### config.mk
export PLATFORM = sky130hd
export DESIGN_NAME = cache_fill_arbiter
export DESIGN_NICKNAME = d
export VERILOG_FILES = /design/src/rtl/cache_pkg.sv /design/src/rtl/cache_fill_arbiter.sv
export SDC_FILE = /design/constraint.sdc
export NUM_CORES = 1
export LEC_CHECK = 0
export BUFFER_PORTS_ARGS = -buffer_cell sky130_fd_sc_hd__buf_4
export CORE_AREA = 5 5 89 91
export DETAILED_ROUTE_END_ITERATION = 8
export DIE_AREA = 0 0 94 96
export GPL_ROUTABILITY_DRIVEN = 1
export PLACE_DENSITY = 0.86
export SKIP_LAST_GASP = 1
export SLEW_MARGIN = 20
export SYNTH_ARGS = -nofsm -noshare
export SYNTH_HDL_FRONTEND = slang
export SYNTH_SLANG_ARGS = --single-unit
### constraint.sdc
create_clock -name clk -period 2 [get_ports clk]
set_input_delay 0.2 -clock clk [delete_from_list [all_inputs] [get_ports clk]]
set_output_delay 0.2 -clock clk [all_outputs]
set_load 0.005 [all_outputs]
### src/rtl/cache_pkg.sv
// Shared types and constants for the main-memory fill arbiter of the 16-bit pipeline.
package cache_pkg;

   localparam int BLOCK_WORDS = 8;
   localparam int WORD_IDX_W  = 3;
   localparam int OFFSET_W    = WORD_IDX_W + 1;
   localparam int MEM_LAT     = 4;

   typedef enum logic [1:0] {
      IDLE,
      D_WRITE,
      FILL_ISSUE,
      FILL_DRAIN
   } arbStateT;

   typedef enum logic {
      REQ_I,
      REQ_D
   } requesterT;

endpackage

### src/rtl/cache_fill_arbiter.sv
// Shares single-ported main memory between I-cache fills and D-cache fills/write-throughs.
// Define CRITICAL_WORD_FIRST_EN to start each burst at the missed word instead of word 0.
module cache_fill_arbiter
   import cache_pkg::*;
#(
   parameter int ADDR_W = 16,
   parameter int DATA_W = 16
) (
   input  logic                  clk,
   input  logic                  rst_n,
   input  logic                  i_req,
   input  logic [ADDR_W-1:0]     i_addr,
   input  logic                  d_req,
   input  logic                  d_wr_req,
   input  logic [ADDR_W-1:0]     d_addr,
   input  logic [DATA_W-1:0]     d_wdata,
   output logic                  mem_en,
   output logic                  mem_wr,
   output logic [ADDR_W-1:0]     mem_addr,
   output logic [DATA_W-1:0]     mem_wdata,
   input  logic [DATA_W-1:0]     mem_rdata,
   input  logic                  mem_rvalid,
   output logic [DATA_W-1:0]     fill_data,
   output logic [WORD_IDX_W-1:0] fill_idx,
   output logic                  fill_we_i,
   output logic                  fill_we_d,
   output logic                  i_done,
   output logic                  d_done,
   output logic                  busy
);

   localparam logic [WORD_IDX_W-1:0] LAST_IDX = WORD_IDX_W'(BLOCK_WORDS - 1);

   arbStateT                   state;
   requesterT                  owner;
   logic [ADDR_W-OFFSET_W-1:0] blockTag;
   logic [WORD_IDX_W-1:0]      firstWord;
   logic [WORD_IDX_W-1:0]      issueCnt;
   logic [WORD_IDX_W-1:0]      retCnt;
   logic [WORD_IDX_W-1:0]      issueWord;
   logic [WORD_IDX_W-1:0]      retWord;

   logic [ADDR_W-1:0]          grantAddr;
   requesterT                  grantOwner;
   logic [WORD_IDX_W-1:0]      grantWord;
   logic                       unusedBits;

   logic                       fillActive;
   logic                       fillReturn;
   logic                       lastReturn;

   // Fill winner among read requests; write-through priority is resolved in the FSM.
   // NOTE: every variable assigned in always_comb gets a default first so no latch is inferred.
   always_comb begin
      grantAddr  = i_addr;
      grantOwner = REQ_I;
      if (d_req || d_wr_req) begin
         grantAddr  = d_addr;
         grantOwner = REQ_D;
      end
   end

`ifdef CRITICAL_WORD_FIRST_EN
   assign grantWord  = grantAddr[OFFSET_W-1:1];
   assign unusedBits = grantAddr[0];
`else
   assign grantWord  = '0;
   assign unusedBits = ^grantAddr[OFFSET_W-1:0];
`endif

   assign issueWord  = firstWord + issueCnt;
   assign retWord    = firstWord + retCnt;

   // Returns only count while a fill owns the memory; stray rvalid elsewhere is dropped.
   assign fillActive = (state == FILL_ISSUE) || (state == FILL_DRAIN);
   assign fillReturn = fillActive && mem_rvalid;
   assign lastReturn = fillReturn && (retCnt == LAST_IDX);

   // NOTE: sequential state uses non-blocking assignments so every register samples pre-edge values.
   always_ff @(posedge clk or negedge rst_n) begin
      if (!rst_n) begin
         state     <= IDLE;
         owner     <= REQ_I;
         blockTag  <= '0;
         firstWord <= '0;
         issueCnt  <= '0;
         retCnt    <= '0;
         mem_en    <= 1'b0;
         mem_wr    <= 1'b0;
         mem_addr  <= '0;
         mem_wdata <= '0;
      end else begin
         mem_en <= 1'b0;
         mem_wr <= 1'b0;
         case (state)
            IDLE: begin
               if (d_wr_req) begin
                  state     <= D_WRITE;
                  owner     <= REQ_D;
                  mem_en    <= 1'b1;
                  mem_wr    <= 1'b1;
                  mem_addr  <= {d_addr[ADDR_W-1:1], 1'b0};
                  mem_wdata <= d_wdata;
               end else if (d_req || i_req) begin
                  state     <= FILL_ISSUE;
                  owner     <= grantOwner;
                  blockTag  <= grantAddr[ADDR_W-1:OFFSET_W];
                  firstWord <= grantWord;
                  issueCnt  <= WORD_IDX_W'(1);
                  retCnt    <= '0;
                  mem_en    <= 1'b1;
                  mem_addr  <= {grantAddr[ADDR_W-1:OFFSET_W], grantWord, 1'b0};
               end
            end
            D_WRITE: state <= IDLE;
            FILL_ISSUE: begin
               // issueCnt wraps to 0 once the eighth read has been presented.
               if (issueCnt != '0) begin
                  mem_en   <= 1'b1;
                  mem_addr <= {blockTag, issueWord, 1'b0};
                  issueCnt <= issueCnt + WORD_IDX_W'(1);
               end else begin
                  state <= FILL_DRAIN;
               end
            end
            FILL_DRAIN: ;
            default: state <= IDLE;
         endcase

         if (fillReturn) retCnt <= retCnt + WORD_IDX_W'(1);
         if (lastReturn) state <= IDLE;
      end
   end

   assign fill_data = fillReturn ? mem_rdata : '0;
   assign fill_idx  = fillReturn ? retWord : '0;
   assign fill_we_i = fillReturn && (owner == REQ_I);
   assign fill_we_d = fillReturn && (owner == REQ_D);
   assign i_done    = lastReturn && (owner == REQ_I);
   assign d_done    = (state == D_WRITE) || (lastReturn && (owner == REQ_D));
   assign busy      = (state != IDLE);

endmodule

==> impl_metrics.json <==
{
  "avgRoutedWirePerCell_um": 15.4,
  "hold_start": "d_wdata[8]",
  "grt_pass1_vias": 2676,
  "gr-usage-all-layers_pct": 17.2,
  "synth_area_leader_cell": "dfrtp_1",
  "ys.warnings.count": 0,
  "place_inst": 495,
  "startpoint_type": "flip-flop",
  "area_growth_pct": 41.9,
  "seq_area_um2": 1350,
  "drcViolationCount": 0,
  "fin_area_um2": 4190,
  "min_period_ps": 1970,
  "r2r_slack_ps": 30,
  "ys_seq_elements": 54,
  "overflow": 0,
  "drtAntennaViolNets": 0,
  "via_per_inst": 5.16,
  "syn_nets": 361,
  "worstPathArrival_ps": 2160,
  "rows": 31,
  "instances_no_fill": 505,
  "avgSynthCellArea_um2": 10.4,
  "grt_max_degree": 55,
  "p_leak_uw": 0.00201,
  "min_path_cells": 2,
  "syn_inst": 283,
  "cts_tree": "yes",
  "worstPathMaxFanout": 15,
  "tightest_slew_ps": 697,
  "fmax_ghz": 0.508,
  "synth_area_leaders": "dfrtp_1 46%, mux2_2 8.4%, o21ai_0 6.1%, mux2i_1 5.1%, and2_1 4.5%",
  "hpwl_um": 5840,
  "gp_congestion": 0.795,
  "fin_skew_ps": 7.82,
  "maxSlewViolCount": 0,
  "grtUsageMet1_pct": 18.9,
  "final_util_pct": 59.3,
  "cts_sinks": 54,
  "fill_cells": 614,
  "fin_crit_sh_pct": 98.4,
  "cts_buffers": 5,
  "io_pins": 128,
  "portBuffers": 121,
  "clkTransAtPathRegs_ps": 100,
  "cp_data_required_time_ps": 2190,
  "grt_busiest_layer": "met2",
  "diodes": 0,
  "cap_violations": 0,
  "layout.nets": 483,
  "slew_headroom_pct": 53.5,
  "critical_path_class": "reg2reg",
  "antenna_found_initial": 0,
  "start_util_pct": 41.8,
  "finalHoldViolCount": 0,
  "drt_wl_total_um": 7790,
  "setup-violations-final": 0,
  "r2r_start": "state[1]",
  "min_to": "mem_wdata[8]",
  "crit_path_end_kind": "flip-flop",
  "core-area_um2": 7060,
  "status": "finished clean",
  "clock-root-buffer": "clkbuf_8",
  "multi_input_area_um2": 1470,
  "die_y_um": 96,
  "use_met3_pct": 7.04,
  "synth_area_um2": 2950,
  "peakVddDrop_mv": 0.647,
  "r2r_cells": 6,
  "dpl_cell_area_um2": 4010,
  "dieArea_um2": 9020,
  "use_met2_pct": 30.5,
  "die_w_um": 94,
  "ctsLongestPathBuffers": 2,
  "vias": 2608,
  "powerDensity_nw_per_um2": 1290,
  "insertion_delay_ps": 300,
  "rr_endpoint": "mem_addr[8]",
  "synth.distinct_cells": 35,
  "drive_gt1_share_pct": 44.3,
  "grt_pass1_wl_um": 12500,
  "htreeDepth": 2,
  "power.total_uw": 5410,
  "seq_area_frac_synth_pct": 45.8,
  "yosysTopAreaCellShare_pct": 45.8,
  "whs_ps": 122,
  "first_pass_iters": 5,
  "hold_path_class": "in2reg",
  "drt_iter0_markers": 163
}
## cells in the mapped netlist (all sizes together)
cell type,number
or2,1
a31o,1
nor2b,1
o21a,1
o211ai,3
o221ai,1
ha,8
or3,1
inv,19
dfrtp,54
mux2i,15
and3b,1
buf,12
nor3,1
conb,1
nor4b,1
o21ai,37
nor2,5
nand3,1
o21bai,1
nand2b,1
mux2,32
or4b,12
and2,21
clkbuf,9
a2111o,1
o311ai,12
nand2,28
a211oi,2
## sequential cells by signal (all words and copies together) (netlist names)
name	count
mem_wdata	16
mem_addr	15
mem_en	1
owner	1
retCnt	3
issueCnt	3
mem_wr	1
blockTag	12
state	2
## how the worst max path moves through the flow
stage	from	to	slack (ps)
5_1_grt	state[1]	mem_addr[6]	-10
3_5_place_dp	state[1]	mem_addr[8]	30
2_1_floorplan	state[0]	mem_addr[10]	90
4_1_cts	state[1]	fill_idx[1]	10
6_report	state[1]	mem_addr[8]	30
3_3_place_gp	state[1]	mem_addr[8]	130
## kinds of logic after synthesis
logic type,Yosys count,synth area share (%)
DFF,54,45.8
adders and majority gates,8,3.39
muxes,47,17.3
and+or+nand+nor,74,14.5
AOI/OAI and AO/OA,59,12.6
buffers and inverters,40,6.24
other,1,0.127
## final cells by class
class / instances / area share (%)
sequential: 54 / 32.3
inverter: 19 / 1.70
multi-input combinational: 189 / 35.0
timing repair buffer: 136 / 25.8
clock inverter: 1 / 0.120
clock buffer: 7 / 2.06
tap: 99 / 2.96
## worst max-delay path, stage by stage (launching register included)
cell	delay [ps]
dfrtp_2	460
ha_4	180
buf_4	150
and3b_1	180
or3_4	380
buf_12	170
mux2_1	320
## layer usage
metal / up-vias / share of wire, %
li1: 1239 / -
met1: 1257 / 37
met2: 103 / 49
met3: 9 / 12
met4: 0 / 1.4
met5: - / 0
## repair_timing
item                                   4_1_cts  5_1_grt
setup endpoints to repair                   23       35
resized for setup                            5       14
endpoints found under the hold margin       54        0
pin swaps                                    1        2
buffers inserted                             1        0
hold buffers                                 1        0
## power by group
part	internal, µW	total [µW]	switching [µW]
registers	1620	1900	282
logic	1640	2870	1230
clock network	281	636	355
total	3540	5410	1870
## cells in the final DEF (no fill, tap or decap), types with 2 or more instances in the layout
| cell | instances |
|---|---|
| buf_12 | 4 |
| inv_1 | 19 |
| or4b_1 | 6 |
| mux2_4 | 2 |
| buf_6 | 2 |
| o21ai_0 | 36 |
| ha_1 | 6 |
| or4b_2 | 6 |
| o211ai_1 | 3 |
| nand2_1 | 28 |
| clkbuf_8 | 6 |
| mux2_1 | 10 |
| mux2i_1 | 15 |
| buf_4 | 129 |
| mux2_2 | 20 |
| o311ai_1 | 3 |
| o311ai_0 | 8 |
| a211oi_1 | 2 |
| and2_1 | 21 |
| nor2_1 | 4 |
| dfrtp_1 | 53 |
## through the flow
| stage | worst slack, ps | setup TNS [ps] |
|---|---|---|
| after floorplan | 93.1 | 0 |
| final | 32.5 | 0 |
| after CTS | 12.9 | 0 |
| after global routing | -11.7 | -21.0 |
| after detailed placement | 25.3 | 0 |
| after global placement | 130 | 0 |
Power figures use the tool's default switching activity.
